### src/rtl/wb_data_reg.sv
// Writeback data register: captures one extracted source word, holds it until the
// controller requests a register-file write, then issues a single-cycle write enable.
module wb_data_reg #(
    parameter int WIDTH = 32,
    parameter int NSRC  = 4,
    parameter int SELW  = 2
) (
    input  logic                    CLK,
    input  logic                    RST,
    input  logic                    CAP,
    input  logic [SELW-1:0]         SRC_SEL,
    input  logic [NSRC*WIDTH-1:0]   SRC_DATA,
    input  logic [2:0]              LD_MODE,
    input  logic [1:0]              BYTE_OFF,
    input  logic                    WR_REQ,
    output logic [WIDTH-1:0]        RESULT,
    output logic                    VALID,
    output logic                    WE,
    output logic                    OVR,
    output logic                    ERR
);

    typedef enum logic [1:0] {
        ST_EMPTY = 2'b00,
        ST_HELD  = 2'b01,
        ST_WRITE = 2'b10
    } state_t;

    state_t             state_q, state_d;
    logic [WIDTH-1:0]   result_q, result_d;
    logic               valid_q, valid_d;
    logic               we_q, we_d;
    logic               ovr_q, ovr_d;
    logic               err_q, err_d;
    logic               capture_s;
    logic [WIDTH:0]     extract_s;

    // Returns {error, data}: source selection plus byte/half/word extraction.
    function automatic logic [WIDTH:0] extract_word(
        input logic [SELW-1:0]       sel,
        input logic [NSRC*WIDTH-1:0] data,
        input logic [2:0]            mode,
        input logic [1:0]            off
    );
        logic [WIDTH-1:0] src;
        logic [WIDTH-1:0] word;
        logic [31:0]      lo;
        logic [7:0]       b;
        logic [15:0]      h;
        logic             err;
        src  = {WIDTH{1'b0}};
        word = {WIDTH{1'b0}};
        err  = 1'b0;
        for (int i = 0; i < NSRC; i++) begin
            if (int'(sel) == i) begin
                src = data[i*WIDTH +: WIDTH];
            end
        end
        lo = 32'(src);
        b  = lo[{off, 3'b000} +: 8];
        h  = lo[{off[1], 4'b0000} +: 16];
        if (int'(sel) >= NSRC) begin
            err  = 1'b1;
            word = {WIDTH{1'b0}};
        end else begin
            case (mode)
                3'b001: word = WIDTH'($signed(b));
                3'b010: word = WIDTH'(b);
                3'b011, 3'b100: begin
                    if (off[0]) begin
                        err  = 1'b1;
                        word = {WIDTH{1'b0}};
                    end else if (mode == 3'b011) begin
                        word = WIDTH'($signed(h));
                    end else begin
                        word = WIDTH'(h);
                    end
                end
                default: word = src;
            endcase
        end
        return {err, word};
    endfunction

    assign extract_s = extract_word(SRC_SEL, SRC_DATA, LD_MODE, BYTE_OFF);

    // Next-state, capture and sticky-flag logic.
    always_comb begin
        state_d   = state_q;
        result_d  = result_q;
        ovr_d     = ovr_q;
        err_d     = err_q;
        capture_s = 1'b0;
        case (state_q)
            ST_EMPTY: begin
                if (CAP) begin
                    capture_s = 1'b1;
                    state_d   = ST_HELD;
                end else begin
                    state_d   = ST_EMPTY;
                end
            end
            ST_HELD: begin
                // A write request wins; a simultaneous capture is dropped and flagged.
                if (WR_REQ) begin
                    state_d = ST_WRITE;
                    if (CAP) begin
                        ovr_d = 1'b1;
                    end else begin
                        ovr_d = ovr_q;
                    end
                end else if (CAP) begin
                    capture_s = 1'b1;
                    ovr_d     = 1'b1;
                    state_d   = ST_HELD;
                end else begin
                    state_d   = ST_HELD;
                end
            end
            ST_WRITE: begin
                if (CAP) begin
                    capture_s = 1'b1;
                    state_d   = ST_HELD;
                end else begin
                    state_d   = ST_EMPTY;
                end
            end
            default: begin
                state_d = ST_EMPTY;
            end
        endcase
        if (capture_s) begin
            result_d = extract_s[WIDTH-1:0];
            err_d    = err_q | extract_s[WIDTH];
        end else begin
            result_d = result_q;
        end
        we_d    = (state_d == ST_WRITE);
        valid_d = (state_d == ST_HELD) || (state_d == ST_WRITE);
    end

    // State and output registers with synchronous active-low reset.
    always_ff @(posedge CLK) begin
        if (!RST) begin
            state_q  <= ST_EMPTY;
            result_q <= {WIDTH{1'b0}};
            valid_q  <= 1'b0;
            we_q     <= 1'b0;
            ovr_q    <= 1'b0;
            err_q    <= 1'b0;
        end else begin
            state_q  <= state_d;
            result_q <= result_d;
            valid_q  <= valid_d;
            we_q     <= we_d;
            ovr_q    <= ovr_d;
            err_q    <= err_d;
        end
    end

    assign RESULT = result_q;
    assign VALID  = valid_q;
    assign WE     = we_q;
    assign OVR    = ovr_q;
    assign ERR    = err_q;

endmodule

### config.mk
export PLATFORM = sky130hd
export DESIGN_NAME = wb_data_reg
export DESIGN_NICKNAME = d
export VERILOG_FILES = /design/src/rtl/wb_data_reg.sv
export SDC_FILE = /design/constraint.sdc
export NUM_CORES = 1
export LEC_CHECK = 0
export BUFFER_PORTS_ARGS = -buffer_cell sky130_fd_sc_hd__buf_2
export CAP_MARGIN = 20
export CORE_UTILIZATION = 49
export CTS_CLUSTER_SIZE = 10
export DETAILED_ROUTE_END_ITERATION = 8
export GPL_TIMING_DRIVEN = 0
export PLACE_DENSITY = 0.87
export SLEW_MARGIN = 10
export SYNTH_ARGS = -nofsm -noshare
export SYNTH_HDL_FRONTEND = slang
export SYNTH_SLANG_ARGS = --single-unit
### constraint.sdc
create_clock -name CLK -period 4.2 [get_ports CLK]
set_input_delay 0.63 -clock CLK [delete_from_list [all_inputs] [get_ports CLK]]
set_output_delay 0.63 -clock CLK [all_outputs]
set_load 0.02 [all_outputs]
==> results.cfg, run 1 <==
[timing]
worstMarginPinSlew_ps = 605
finalClockSkew_ps = 11.2
setup_ws_ps = 1960
maxSlewViolCount = 0
final.min_clock_period_ps = 2240
rsz0062_at_grt = false
max_slew_margin_pct = 59.6
max_freq_ghz = 0.446
setup_viol = 0
fin_crit_sh_pct = 53.3
finalSetupTns_ps = 0
finalHoldViolations = 0
hold_ws_ps = 467

[floorplanning]
core_sq_um = 6030
die_h_um = 81.9
core.rowCount = 28
ios = 175
die_w_um = 81.9
fp.dieArea_sq_um = 6700
start_util_pct = 51.9

[clock_network]
cts_tree = built
clkTransAtPathRegs_ps = 70
postCtsResizedCells = 0
ctsLongestPathBuffers = 2
ctsHoldBuffers = 0
insertion_delay_ps = 310
cts_num_sinks = 38
clock-root-buffer = clkbuf_8
cts_buffers = 5
cts_setup_buffers = 0
htree_levels = 2

[worst_setup_path]
r2r_slack_ps = 2170
cp_max_fo = 10
cp-end-kind = register
r2r_cells = 6
cp_data_arrival_time_ps = 2420
crit_required_ps = 4380
timing.rr.start = state_q[1]
cp_cell_sequence = buf_2 > mux4_1 > mux2_2 > a31oi_4 > buf_4 > a21oi_1
cp-start-kind = input port
timing.rr.end = RESULT[9]
slowest_delay_ps = 660
critical_path.slowest_cell = mux4_1
path_class = input port to register

[layout]
antenna_cells = 0
layout-drive-gt1-share_pct = 48.5
mostFrequentLayoutCell = buf_2
syn_to_final_growth_pct = 33.5
nets = 648
layout_common_cells = buf_2 (175), dfxtp_1 (38), o21ai_0 (35), a21oi_1 (28)
final.fill_count = 494

[power_and_ir_drop]
power.total_mw = 1.15
power.leakage_nw = 1.89
irDropWorstVdd_mv = 0.206
p_per_area_nw_per_um2 = 275

[synthesis]
async_reset_ff_share_pct = 0
synth_top_cell_by_area = dfxtp_1
ys_types = 52
synth_seq_area_share_pct = 24.3
ys_ff_latch = 38
yosys.area.top_type_share_pct = 24.3
yosysWarnings = 0
synth.top_cells.by_area = dfxtp_1 (24%), mux4_2 (16%), mux2i_1 (6.4%)
synth_edf_count = 0
synth-main-ff-cell = dfxtp_1
syn-cell-area_sq_um = 3130
avgSynthCellArea_sq_um = 9.41
synth_cells = 332
syn-num-nets = 472

[drt]
via_per_inst = 6.28
first_iter_violations = 405
drt_first_pass_iters = 7
final_antenna_net_count = 0
drc = 0
via_count = 3666
routed_wl_um = 11100
wl_per_cell_um = 19.0

[global_route]
grt_pass1_vias = 3536
grt_pass1_wl_um = 17000
antenna_found_initial = 0
grt_start_max_net_pins = 12
track_usage_pct = 34.1
overflow = 0

[placement]
post-dp-hpwl_um = 8780
place.gp.congestion = 0.935
dp_slack_ps = 1640
numPortBuffers = 169

[worst_hold_path]
min_to = OVR
hold_start = OVR
hold_depth = 1
min_path_type = register to register

[run]
drv_cap = 0

[status]
status = complete, no violations
[metal layers]
layer	routed length (um)	GRT usage, %
met1	4090	40.8
met2	5370	56.6
met3	1120	6.67
met4	487	19.8
met5	0	0
[cell type report]
cell class                      count  area (sq um)  share of cell area (%)
Buffer                             37           195                    4.68
Tap cell                           75          93.8                    2.25
Timing Repair Buffer              169           846                    20.3
Multi-Input combinational cell    253          2150                    51.6
Sequential cell                    38           761                    18.2
Clock buffer                        7          76.3                    1.83
Clock inverter                      1          30.0                   0.720
Inverter                            4          15.0                   0.360
[flip-flops by register name (all words and copies together), names as in the netlist]
signal,cells
OVR,1
ERR,1
RESULT,32
WE,1
state_q,2
VALID,1
[power by group]
part | switching (mW) | total, mW | internal [mW]
sequential | 0.0173 | 0.408 | 0.391
clock | 0.140 | 0.318 | 0.178
combinational | 0.230 | 0.420 | 0.190
[kinds of logic after synthesis]
group                    Yosys count  share of synthesized area, %
AO/OA/AOI/OAI                    122                          27.1
XOR/XNOR                           1                         0.280
adder cells (fa/ha/maj)            1                         0.400
buffers and inverters             41                          6.73
flip-flops                        38                          24.3
multiplexers                      64                          30.8
AND/OR/NAND/NOR                   65                          10.3
[critical path, delay by kind of cell]
family                 cells  cell delay (ps)
buffers and inverters      2              360
AO/OA/AOI/OAI              2              400
multiplexers               2             1010
[worst max path at each step]
stage	startpoint	cells past startpoint	endpoint
detailed placement	SRC_SEL[1]	6	RESULT[6]
CTS	SRC_SEL[1]	6	RESULT[6]
global route	BYTE_OFF[1]	6	RESULT[2]
floorplan	SRC_SEL[0]	6	RESULT[6]
finish	SRC_SEL[0]	6	RESULT[9]
global placement	SRC_SEL[1]	6	RESULT[6]
[cell usage after synthesis (3+ instances only)]
master and number:
dfxtp_1 38, o21ai_0 35, a21oi_1 28, mux4_2 22, clkbuf_1 20, mux2i_1 20, nand2_1 18, mux2_2 17
nor2_1 17, a31oi_1 12, a31oi_2 10, and2_1 7, nand3_1 7, a21o_1 6, buf_2 6, nor2b_1 6
a221oi_1 5, buf_6 5, o31a_1 5, buf_1 3, buf_4 3, inv_1 3, mux2_1 3, o211ai_1 3
[through the flow]
stage                     instance area (sq um)  util [%]  instances
after floorplan                            3130         -        332
after global placement                     4070      67.5        576
after detailed placement                   4070      67.5        576
after CTS                                  4170      69.2        584
after global routing                       4170      69.2        584
final                                      4170      69.2        584
(Power assumes the default switching activity.)
==> inputs of run 2 (changes only) <==
--- a/config.mk
+++ b/config.mk
@@ -7,11 +7,11 @@
 export LEC_CHECK = 0
 export BUFFER_PORTS_ARGS = -buffer_cell sky130_fd_sc_hd__buf_2
 export CAP_MARGIN = 20
-export CORE_UTILIZATION = 49
+export CORE_UTILIZATION = 41
 export CTS_CLUSTER_SIZE = 10
 export DETAILED_ROUTE_END_ITERATION = 8
 export GPL_TIMING_DRIVEN = 0
-export PLACE_DENSITY = 0.87
+export PLACE_DENSITY = 0.78
 export SLEW_MARGIN = 10
 export SYNTH_ARGS = -nofsm -noshare
 export SYNTH_HDL_FRONTEND = slang
==> constraint.sdc (replaced) <==
create_clock -name CLK -period 1.9 [get_ports CLK]
set_input_delay 0.285 -clock CLK [delete_from_list [all_inputs] [get_ports CLK]]
set_output_delay 0.285 -clock CLK [all_outputs]
set_load 0.02 [all_outputs]
==> results.cfg, run 2 (synthesis gave the netlist of run 1 again) <==
[status]
status = complete, no violations

[floorplanning]
start_util_pct = 42.9
die_w_um = 89.3
core_sq_um = 7290
ios = 175
core.rowCount = 31
die_h_um = 89.3
fp.dieArea_sq_um = 7980

[power_and_ir_drop]
switching_share_pct = 32.2
switching_power_mw = 0.862
p_per_area_nw_per_um2 = 630
power.total_mw = 2.67
seqPwrFrac_pct = 33.7
pwr-share-comb_pct = 34.6
power.leakage_nw = 1.92
p_int_mw = 1.81
clkPwrFrac_pct = 31.6
irDropWorstVdd_mv = 0.338

[global_route]
grt_start_max_net_pins = 14
track_usage_pct = 27.4
antenna_found_initial = 0
grt_pass1_vias = 3405
grt_pass1_wl_um = 16600
overflow = 0

[clock_network]
clkTransAtPathRegs_ps = 80
clock-root-buffer = clkbuf_8
insertion_delay_ps = 300
htree_levels = 2
cts_num_sinks = 38
ctsLongestPathBuffers = 2
cts_tree = built
cts_buffers = 5

[drt]
final_antenna_net_count = 0
routed_wl_um = 11000
wl_per_cell_um = 18.0
drt_first_pass_iters = 5
wl_met1_um = 4310
drc = 0
met3RoutedLength_um = 1030
top_layer = met4
via_per_inst = 5.90
via_count = 3588
wl_met2_um = 5370
first_iter_violations = 368

[worst_setup_path]
path_class = input port to register
timing.rr.start = state_q[1]
cp-end-kind = register
path_buf_inv = 2
cp-start-kind = input port
cp_cell_sequence = buf_2 > mux4_1 > mux2_2 > a31oi_4 > buf_4 > a31oi_2
timing.rr.end = RESULT[30]
cp_data_arrival_time_ps = 2010
critical_path.slowest_cell = mux4_1
r2r_cells = 5
cp_max_fo = 10
crit_family = multiplexers
r2r_slack_ps = 190
slowest_delay_ps = 650
crit_required_ps = 2080

[timing]
setup_viol = 0
finalClockSkew_ps = 6.79
rsz0062_at_grt = false
maxSlewViolCount = 0
worstMarginPinSlew_ps = 572
finalSetupTns_ps = 0
max_slew_margin_pct = 61.9
finalHoldViolations = 0
max_freq_ghz = 0.547
final.min_clock_period_ps = 1830
fin_crit_sh_pct = 96.3

[placement]
post-dp-hpwl_um = 8710
place_area_sq_um = 4100
place.gp.congestion = 0.913
numPortBuffers = 169

[layout]
layout-drive-gt1-share_pct = 50.1
syn_to_final_growth_pct = 35.8
antenna_cells = 0
mostFrequentLayoutCell = buf_2
final_area_sq_um = 4240
largest_reg_flops = 32
nets = 648
layout_common_cells = buf_2 (175), dfxtp_1 (38), o21ai_0 (35), a21oi_1 (28), mux4_2 (22)
final.fill_count = 681

[run]
drv_cap = 0

[worst_hold_path]
hold_depth = 3
hold_start = CAP
min_path_type = input port to register
min_to = state_q[0]
==> run 2: cell count changes in the layout (fill, tap and decap cells not counted) <==
| cell | delta |
|---|---|
| a2111oi_0 | -1 |
| mux2i_1 | -1 |
| clkinv_4 | +1 |
| a2111oi_1 | +1 |
| clkbuf_2 | +5 |
| bufinv_16 | +1 |
| clkbuf_1 | -7 |
| mux2i_2 | +1 |
==> run 2: layer usage <==
metal / GRT usage, % / vias to the layer above
li1: - / 1630
met1: 34.9 / 1679
met2: 46.9 / 247
met3: 4.89 / 32
met4: 9.09 / 0
met5: 0 / -
==> run 2: power groups by stage <==
stage	combinational, mW	clock, mW	sequential (mW)
global placement	0.888	0	0.916
finish	0.926	0.846	0.902
floorplan	0.496	0	0.992
global route	0.994	0.880	0.907
detailed placement	0.907	0	0.918
CTS	0.911	0.839	0.900
==> run 2: layout make-up <==
type / count / area (sq um) / area share (%)
repair buffers: 169 / 846 / 19.9
well taps: 99 / 124 / 2.92
clock inverters: 3 / 68.8 / 1.62
inverters: 4 / 15.0 / 0.354
clock buffers: 5 / 68.8 / 1.62
plain buffers: 37 / 201 / 4.75
multi-input cells: 253 / 2160 / 50.9
flip-flops and latches: 38 / 761 / 17.9
==> run 2: per-stage QoR <==
step | hold WS [ps] | util [%] | instances | worst slack (ps)
floorplan | 477 | - | 332 | 50.7
global placement | 444 | 56.2 | 600 | -220
detailed placement | 455 | 56.2 | 600 | -280
CTS | 366 | 58.0 | 608 | 14.3
global route | 369 | 58.2 | 608 | 8.39
finish | 363 | 58.2 | 608 | 70.6
==> run 2: how the worst max path moves through the flow <==
stage	start	endpoint	cells after the start
after floorplan	SRC_SEL[0]	RESULT[6]	6
after global placement	SRC_SEL[0]	RESULT[2]	7
after detailed placement	SRC_SEL[1]	RESULT[6]	6
after CTS	state_q[1]	RESULT[10]	6
after global routing	SRC_SEL[0]	RESULT[2]	7
final	SRC_SEL[0]	RESULT[28]	6
==> run 2: worst register-to-register path, cell delays in order (launching register included) <==
cell	delay, ps
dfxtp_1	330
o21ai_0	220
and2_1	180
clkbuf_1	450
o31a_1	300
a31oi_2	100
==> run 2: repair_timing <==
item                                    4_1_cts  5_1_grt
hold buffers                                  0        0
setup buffers                                 0        0
resized for setup                             0       12
endpoints found under the setup margin        0       29
